--- src/rtl/alu_pkg.sv ---
// Shared command encodings, FSM state type and command-class helpers for the bit-serial ALU driver.
// Used by alu_bit_shifter and alu_serial_driver (optional flag ports: ALU_SERIAL_FLAGS_EN).
package alu_pkg;

   localparam logic [2:0] CMD_ADD  = 3'b000;
   localparam logic [2:0] CMD_SUB  = 3'b001;
   localparam logic [2:0] CMD_XOR  = 3'b010;
   localparam logic [2:0] CMD_SLT  = 3'b011;
   localparam logic [2:0] CMD_AND  = 3'b100;
   localparam logic [2:0] CMD_NAND = 3'b101;
   localparam logic [2:0] CMD_NOR  = 3'b110;
   localparam logic [2:0] CMD_OR   = 3'b111;

   typedef enum logic [1:0] {
      IDLE = 2'd0,
      RUN  = 2'd1,
      DONE = 2'd2
   } state_t;

   // Subtract and set-less-than run as A + ~B + 1.
   function automatic logic cmd_inverts_b(input logic [2:0] cmd);
      return (cmd == CMD_SUB) || (cmd == CMD_SLT);
   endfunction

   function automatic logic cmd_is_arith(input logic [2:0] cmd);
      return (cmd == CMD_ADD) || (cmd == CMD_SUB) || (cmd == CMD_SLT);
   endfunction

endpackage

--- src/rtl/alu_bit_shifter.sv ---
// Operand shift pair plus result collector for the bit-serial ALU: presents bit 0 of each operand,
// shifts right once per slice step, and shifts each result bit in at the MSB so the word lands LSB-aligned.
module alu_bit_shifter
   import alu_pkg::*;
#(
   parameter  int WIDTH = 8,
   localparam int IDXW  = (WIDTH > 1) ? $clog2(WIDTH) : 1
) (
   input  logic             clk,
   input  logic             rst_n,
   input  logic             load,
   input  logic             shift,
   input  logic [WIDTH-1:0] a_word,
   input  logic [WIDTH-1:0] b_word,
   input  logic             res_bit,
   output logic             a_bit,
   output logic             b_bit,
   output logic [IDXW-1:0]  idx,
   output logic             last,
   output logic [WIDTH-1:0] res_word
);

   logic [WIDTH-1:0] a_r;
   logic [WIDTH-1:0] b_r;
   logic [WIDTH-1:0] res_r;
   logic [IDXW-1:0]  idx_r;

   // Operand/result shift registers and bit index.
   always_ff @(posedge clk) begin
      if (!rst_n) begin
         a_r   <= '0;
         b_r   <= '0;
         res_r <= '0;
         idx_r <= '0;
      end else if (load) begin
         a_r   <= a_word;
         b_r   <= b_word;
         res_r <= '0;
         idx_r <= '0;
      end else if (shift) begin
         a_r   <= {1'b0, a_r[WIDTH-1:1]};
         b_r   <= {1'b0, b_r[WIDTH-1:1]};
         res_r <= {res_bit, res_r[WIDTH-1:1]};
         idx_r <= idx_r + IDXW'(1'b1);
      end else begin
         a_r   <= a_r;
         b_r   <= b_r;
         res_r <= res_r;
         idx_r <= idx_r;
      end
   end

   assign a_bit    = a_r[0];
   assign b_bit    = b_r[0];
   assign idx      = idx_r;
   assign last     = (idx_r == IDXW'(WIDTH - 1));
   assign res_word = res_r;

endmodule

--- src/rtl/alu_serial_driver.sv ---
// Bit-serial controller for a one-bit ALU slice: request in, WIDTH slice steps LSB first, registered response out.
// Define ALU_SERIAL_FLAGS_EN to export rsp_carry / rsp_ovf alongside the result.
module alu_serial_driver
   import alu_pkg::*;
#(
   parameter int WIDTH = 8
) (
   input  logic             clk,
   input  logic             rst_n,
   input  logic             req_valid,
   output logic             req_ready,
   input  logic [2:0]       req_cmd,
   input  logic [WIDTH-1:0] req_a,
   input  logic [WIDTH-1:0] req_b,
   output logic             rsp_valid,
   input  logic             rsp_ready,
   output logic [WIDTH-1:0] rsp_result,
   output logic             rsp_zero,
   output logic [2:0]       sl_command,
   output logic             sl_a,
   output logic             sl_b,
   output logic             sl_cin,
   output logic             sl_zin,
   output logic             sl_invtb,
   input  logic             sl_result,
   input  logic             sl_cout,
   input  logic             sl_zout
`ifdef ALU_SERIAL_FLAGS_EN
   ,
   output logic             rsp_carry,
   output logic             rsp_ovf
`endif
);

   localparam int IDXW = (WIDTH > 1) ? $clog2(WIDTH) : 1;

   state_t           state_r;
   state_t           state_s;
   logic [2:0]       cmd_r;
   logic             invtb_r;
   logic             carry_r;
   logic             zacc_r;
   logic             cmsb_r;
   logic             rsp_valid_r;
   logic [WIDTH-1:0] rsp_result_r;
   logic             rsp_zero_r;
   logic             load_s;
   logic             shift_s;
   logic             a_bit_s;
   logic             b_bit_s;
   logic             last_s;
   logic [IDXW-1:0]  idx_s;
   logic [WIDTH-1:0] res_s;
   logic             ovf_s;
   logic             slt_bit_s;
   logic [WIDTH-1:0] fin_result_s;
   logic             fin_zero_s;

   alu_bit_shifter #(.WIDTH(WIDTH)) u_shifter (
      .clk      (clk),
      .rst_n    (rst_n),
      .load     (load_s),
      .shift    (shift_s),
      .a_word   (req_a),
      .b_word   (req_b),
      .res_bit  (sl_result),
      .a_bit    (a_bit_s),
      .b_bit    (b_bit_s),
      .idx      (idx_s),
      .last     (last_s),
      .res_word (res_s)
   );

   // FSM state register.
   always_ff @(posedge clk) begin
      if (!rst_n) begin
         state_r <= IDLE;
      end else begin
         state_r <= state_s;
      end
   end

   // Next state, shifter control and slice drive; slice pins stay low outside RUN.
   always_comb begin
      state_s    = state_r;
      load_s     = 1'b0;
      shift_s    = 1'b0;
      sl_command = 3'b000;
      sl_a       = 1'b0;
      sl_b       = 1'b0;
      sl_cin     = 1'b0;
      sl_zin     = 1'b0;
      sl_invtb   = 1'b0;
      case (state_r)
         IDLE: begin
            if (req_valid) begin
               load_s  = 1'b1;
               state_s = RUN;
            end else begin
               state_s = IDLE;
            end
         end
         RUN: begin
            shift_s    = 1'b1;
            sl_command = cmd_r;
            sl_a       = a_bit_s;
            sl_b       = b_bit_s;
            sl_invtb   = invtb_r;
            sl_cin     = (idx_s == '0) ? invtb_r : carry_r;
            sl_zin     = (idx_s == '0) ? 1'b0 : zacc_r;
            if (last_s) begin
               state_s = DONE;
            end else begin
               state_s = RUN;
            end
         end
         DONE: begin
            if (rsp_valid_r && rsp_ready) begin
               state_s = IDLE;
            end else begin
               state_s = DONE;
            end
         end
         default: state_s = IDLE;
      endcase
   end

   // Overflow is the carry into the MSB differing from the carry out; slt corrects the sign bit with it.
   always_comb begin
      ovf_s     = cmd_is_arith(cmd_r) ? (cmsb_r ^ carry_r) : 1'b0;
      slt_bit_s = res_s[WIDTH-1] ^ ovf_s;
      if (cmd_r == CMD_SLT) begin
         fin_result_s = {{(WIDTH-1){1'b0}}, slt_bit_s};
         fin_zero_s   = ~slt_bit_s;
      end else begin
         fin_result_s = res_s;
         fin_zero_s   = ~zacc_r;
      end
   end

   // Command latch, carry/zero chain capture and registered response.
   always_ff @(posedge clk) begin
      if (!rst_n) begin
         cmd_r        <= 3'b000;
         invtb_r      <= 1'b0;
         carry_r      <= 1'b0;
         zacc_r       <= 1'b0;
         cmsb_r       <= 1'b0;
         rsp_valid_r  <= 1'b0;
         rsp_result_r <= '0;
         rsp_zero_r   <= 1'b0;
      end else begin
         case (state_r)
            IDLE: begin
               if (req_valid) begin
                  cmd_r   <= req_cmd;
                  invtb_r <= cmd_inverts_b(req_cmd);
                  carry_r <= 1'b0;
                  zacc_r  <= 1'b0;
                  cmsb_r  <= 1'b0;
               end
            end
            RUN: begin
               carry_r <= sl_cout;
               zacc_r  <= sl_zout;
               if (last_s) begin
                  cmsb_r <= sl_cin;
               end
            end
            DONE: begin
               // First DONE cycle loads the response; it then holds until accepted.
               if (!rsp_valid_r) begin
                  rsp_valid_r  <= 1'b1;
                  rsp_result_r <= fin_result_s;
                  rsp_zero_r   <= fin_zero_s;
               end else if (rsp_ready) begin
                  rsp_valid_r  <= 1'b0;
                  rsp_result_r <= '0;
                  rsp_zero_r   <= 1'b0;
               end
            end
            default: begin
               rsp_valid_r <= 1'b0;
            end
         endcase
      end
   end

`ifdef ALU_SERIAL_FLAGS_EN
   logic rsp_carry_r;
   logic rsp_ovf_r;

   // Exported flags, loaded together with the result.
   always_ff @(posedge clk) begin
      if (!rst_n) begin
         rsp_carry_r <= 1'b0;
         rsp_ovf_r   <= 1'b0;
      end else if ((state_r == DONE) && !rsp_valid_r) begin
         rsp_carry_r <= ((cmd_r == CMD_ADD) || (cmd_r == CMD_SUB)) ? carry_r : 1'b0;
         rsp_ovf_r   <= ovf_s;
      end else if ((state_r == DONE) && rsp_ready) begin
         rsp_carry_r <= 1'b0;
         rsp_ovf_r   <= 1'b0;
      end else begin
         rsp_carry_r <= rsp_carry_r;
         rsp_ovf_r   <= rsp_ovf_r;
      end
   end

   assign rsp_carry = rsp_carry_r;
   assign rsp_ovf   = rsp_ovf_r;
`endif

   assign req_ready  = (state_r == IDLE);
   assign rsp_valid  = rsp_valid_r;
   assign rsp_result = rsp_result_r;
   assign rsp_zero   = rsp_zero_r;

endmodule
--- config.mk ---
export PLATFORM = sky130hd
export DESIGN_NAME = alu_serial_driver
export DESIGN_NICKNAME = d
export VERILOG_FILES = /design/src/rtl/alu_pkg.sv /design/src/rtl/alu_bit_shifter.sv /design/src/rtl/alu_serial_driver.sv
export SDC_FILE = /design/constraint.sdc
export NUM_CORES = 1
export LEC_CHECK = 0
export ABC_CLOCK_PERIOD_IN_PS = 1390
export BUFFER_PORTS_ARGS = -buffer_cell sky130_fd_sc_hd__buf_2
export CORE_MARGIN = 2
export CORE_UTILIZATION = 52
export CTS_CLUSTER_DIAMETER = 60
export DETAILED_ROUTE_END_ITERATION = 8
export PLACE_DENSITY_LB_ADDON = 0.2
export SLEW_MARGIN = 30
export SYNTH_ARGS = -nofsm -noshare
export SYNTH_HDL_FRONTEND = slang
export SYNTH_SLANG_ARGS = --single-unit
--- constraint.sdc ---
create_clock -name clk -period 1.39 [get_ports clk]
set_input_delay 0.278 -clock clk [delete_from_list [all_inputs] [get_ports clk]]
set_output_delay 0.278 -clock clk [all_outputs]
set_load 0.005 [all_outputs]
==> metrics <==
syn nets 251; Critical Path RT 1110 ps; Finished Layout Cells 330; failing checks negative setup slack; Post-CTS Hold Buffers 0; vias per std cell 5.48; number of DRC markers in iteration 0 105; worst-skew pair later-pin latency 300 ps; minimum clock period 1680 ps; Hold Path Depth 3; fin. max-slew vios 0; Hold Path Class in2reg; most frequent cells in the layout dfxtp_1 (42), buf_2 (38), a21oi_1 (33); die height 65.0 um; clock slew at reported path FFs 80 ps; EDFF count, synth 0; total power 2.74 mW; initial antenna violation count 0; grt total ovfl 0; final setup violation count 9; Vias 1807; placed insts 315; Final Hold Viols 0; DIE WIDTH 65.0 um; r2r setup slk -40 ps; asr flop ratio synth 0%; Max Clk Rate 0.594 GHz; CP arrival 1410 ps; ys flop type dfxtp_1; Clock Path Buffers 2; CTS tree done; sequential area share after synthesis 47.6%; clk_skew 6.93 ps; fin worst setup slack -294 ps; largest net degree at the start of global routing 15; Root Driver clkbuf_8; routed wire length 4.61 mm; total leakage power 1.07 nW; Post-Synthesis Cell Area 0.00193 mm2; Reg2Reg Depth 7; synth unique cells 31; antenna-violating nets left 0; DIE AREA 0.00422 mm2; I/O Pins 45; Post-Place Worst Slack -81.9 ps; Reg power frac 51.2%; Peak VDD IR 0.710 mV; Clock power frac 36.5%; final antenna diode count 0; Yosys Warn Count 0; commonest non-fill, non-tap cell in the layout dfxtp_1; Critical Path Start Type register; fraction of layout cells with a size suffix above 1 33.7%; Tightest Pin Transition 424 ps; WL/cell 14.0 um; Reg-to-Reg End cmsb_r; Final Wtd Congestion 0.777; H-tree Lvls 2; Overall Global Routing Usage 23.4%; Crit Path Class reg2out; core box area 0.00361 mm2; Setup TNS Final -979 ps; power per cell area 1070 mW/mm2; Sw Ratio 22.6%; status complete, but fails checks; post-synthesis register bit count 46; Hold Path Origin req_cmd[1]; drc violations 0; # rows 22; RSZ-0062 raised after global routing yes; drt pass-1 iters 4; port buffer count 44; Final period util 121%; Syn Inst Count 222; Int Pwr 2.12 mW; TritonCTS Buffers 5; DP HPWL 3.14 mm; Slew Limit Headroom 71.7%; combinational power share 12.3%; syn_area_per_cell 8.71 um2; number of global-route vias before repair 1652; nets 311; crit end category output port; Hold Slack 215 ps; max cap viols 0; NetSw 0.618 mW; WHS Endpoint cmd_r[1]; clock sink count 46; first-pass GRT wire length 7.53 mm; Layout area overhead 32.8%; initial core utilization 53.6%; Max FO, Critical Path 2; Reg2Reg Launch Point u_shifter.idx[1]
## routing by layer
metal / wire length [um] / vias to the layer above / GRT usage, %
li1: - / 904 / -
met1: 1980 / 850 / 27.4
met2: 2330 / 51 / 40.3
met3: 283 / 2 / 6.08
met4: 17 / 0 / 9.57
met5: 0 / - / 0
## synth_stat cells, types with 3 or more instances
cell,n,area (um2)
dfxtp_1,46,921
a21oi_1,33,165
o21ai_0,23,115
nand2_1,22,82.6
o22ai_1,14,87.6
nor2_1,12,45.0
nand3_1,8,40.0
clkbuf_1,7,26.3
and2_1,6,37.5
mux2i_1,6,60.1
nand2b_1,6,37.5
a22oi_1,5,37.5
inv_1,5,18.8
buf_4,4,30.0
buf_2,3,15.0
ha_1,3,37.5
nand3b_1,3,22.5
nor2b_1,3,18.8
## power by group through the flow
stage               clock [mW]  combinational, mW  sequential [mW]
finish                    1.00              0.338             1.40
global route              1.08              0.373             1.41
CTS                       1.03              0.323             1.40
detailed placement           0              0.294             1.43
global placement             0              0.290             1.43
floorplan                    0              0.184             1.42
## worst max-delay path: stages (launching register included)
cell and delay, ps:
dfxtp_2 340, inv_2 60, ha_4 110, nor2b_4 150
mux2i_2 250, nor2_1 80, buf_2 130
## worst max-delay path by stage
stage	startpoint	to	slack (ps)	cells past startpoint
floorplan	state_r[1]	sl_zin	90	4
global placement	state_r[1]	rsp_result[0]	4	3
detailed placement	u_shifter.idx[1]	sl_cin	-80	6
CTS	u_shifter.idx[1]	sl_cin	-290	6
global route	u_shifter.idx[0]	sl_cin	-370	6
finish	u_shifter.idx[1]	sl_cin	-290	6
## per-stage QoR
| step | cell area, um2 | utilization, % |
|---|---|---|
| floorplan | 1930 | - |
| global placement | 2280 | 63.3 |
| detailed placement | 2280 | 63.3 |
| CTS | 2510 | 69.7 |
| global route | 2570 | 71.2 |
| finish | 2570 | 71.2 |
## cells by family after synthesis
family                   after synthesis  synth area share, %
AO/OA/AOI/OAI                         82                 24.1
AND/OR/NAND/NOR                       63                 16.7
flip-flops                            46                 47.6
buffers and inverters                 20                 4.92
multiplexers                           6                 3.10
adder cells (fa/ha/maj)                3                 1.94
XOR/XNOR                               2                 1.68
## state kept, by name, indices dropped and copies added (netlist names)
register and count:
rsp_result 8, u_shifter.a_r 8, u_shifter.b_r 8, u_shifter.res_word 8, cmd_r 3, u_shifter.idx 3, state_r 2, carry_r 1
cmsb_r 1, invtb_r 1, rsp_valid 1, rsp_zero 1, zacc_r 1
## timing repair
item                       4_1_cts  5_1_grt
buffers inserted                 6        2
setup endpoints to repair       22       23
resized for setup               19       10
pin swaps                        8        3
## layout make-up
class                           instances  area, um2
Fill cell                             270       1040
Multi-Input combinational cell        156        967
Sequential cell                        46        931
Timing Repair Buffer                   68        479
Clock buffer                            6       82.6
Tap cell                               48       60.1
Clock inverter                          1       30.0
Inverter                                5       18.8
Power figures use the tool's default switching activity.
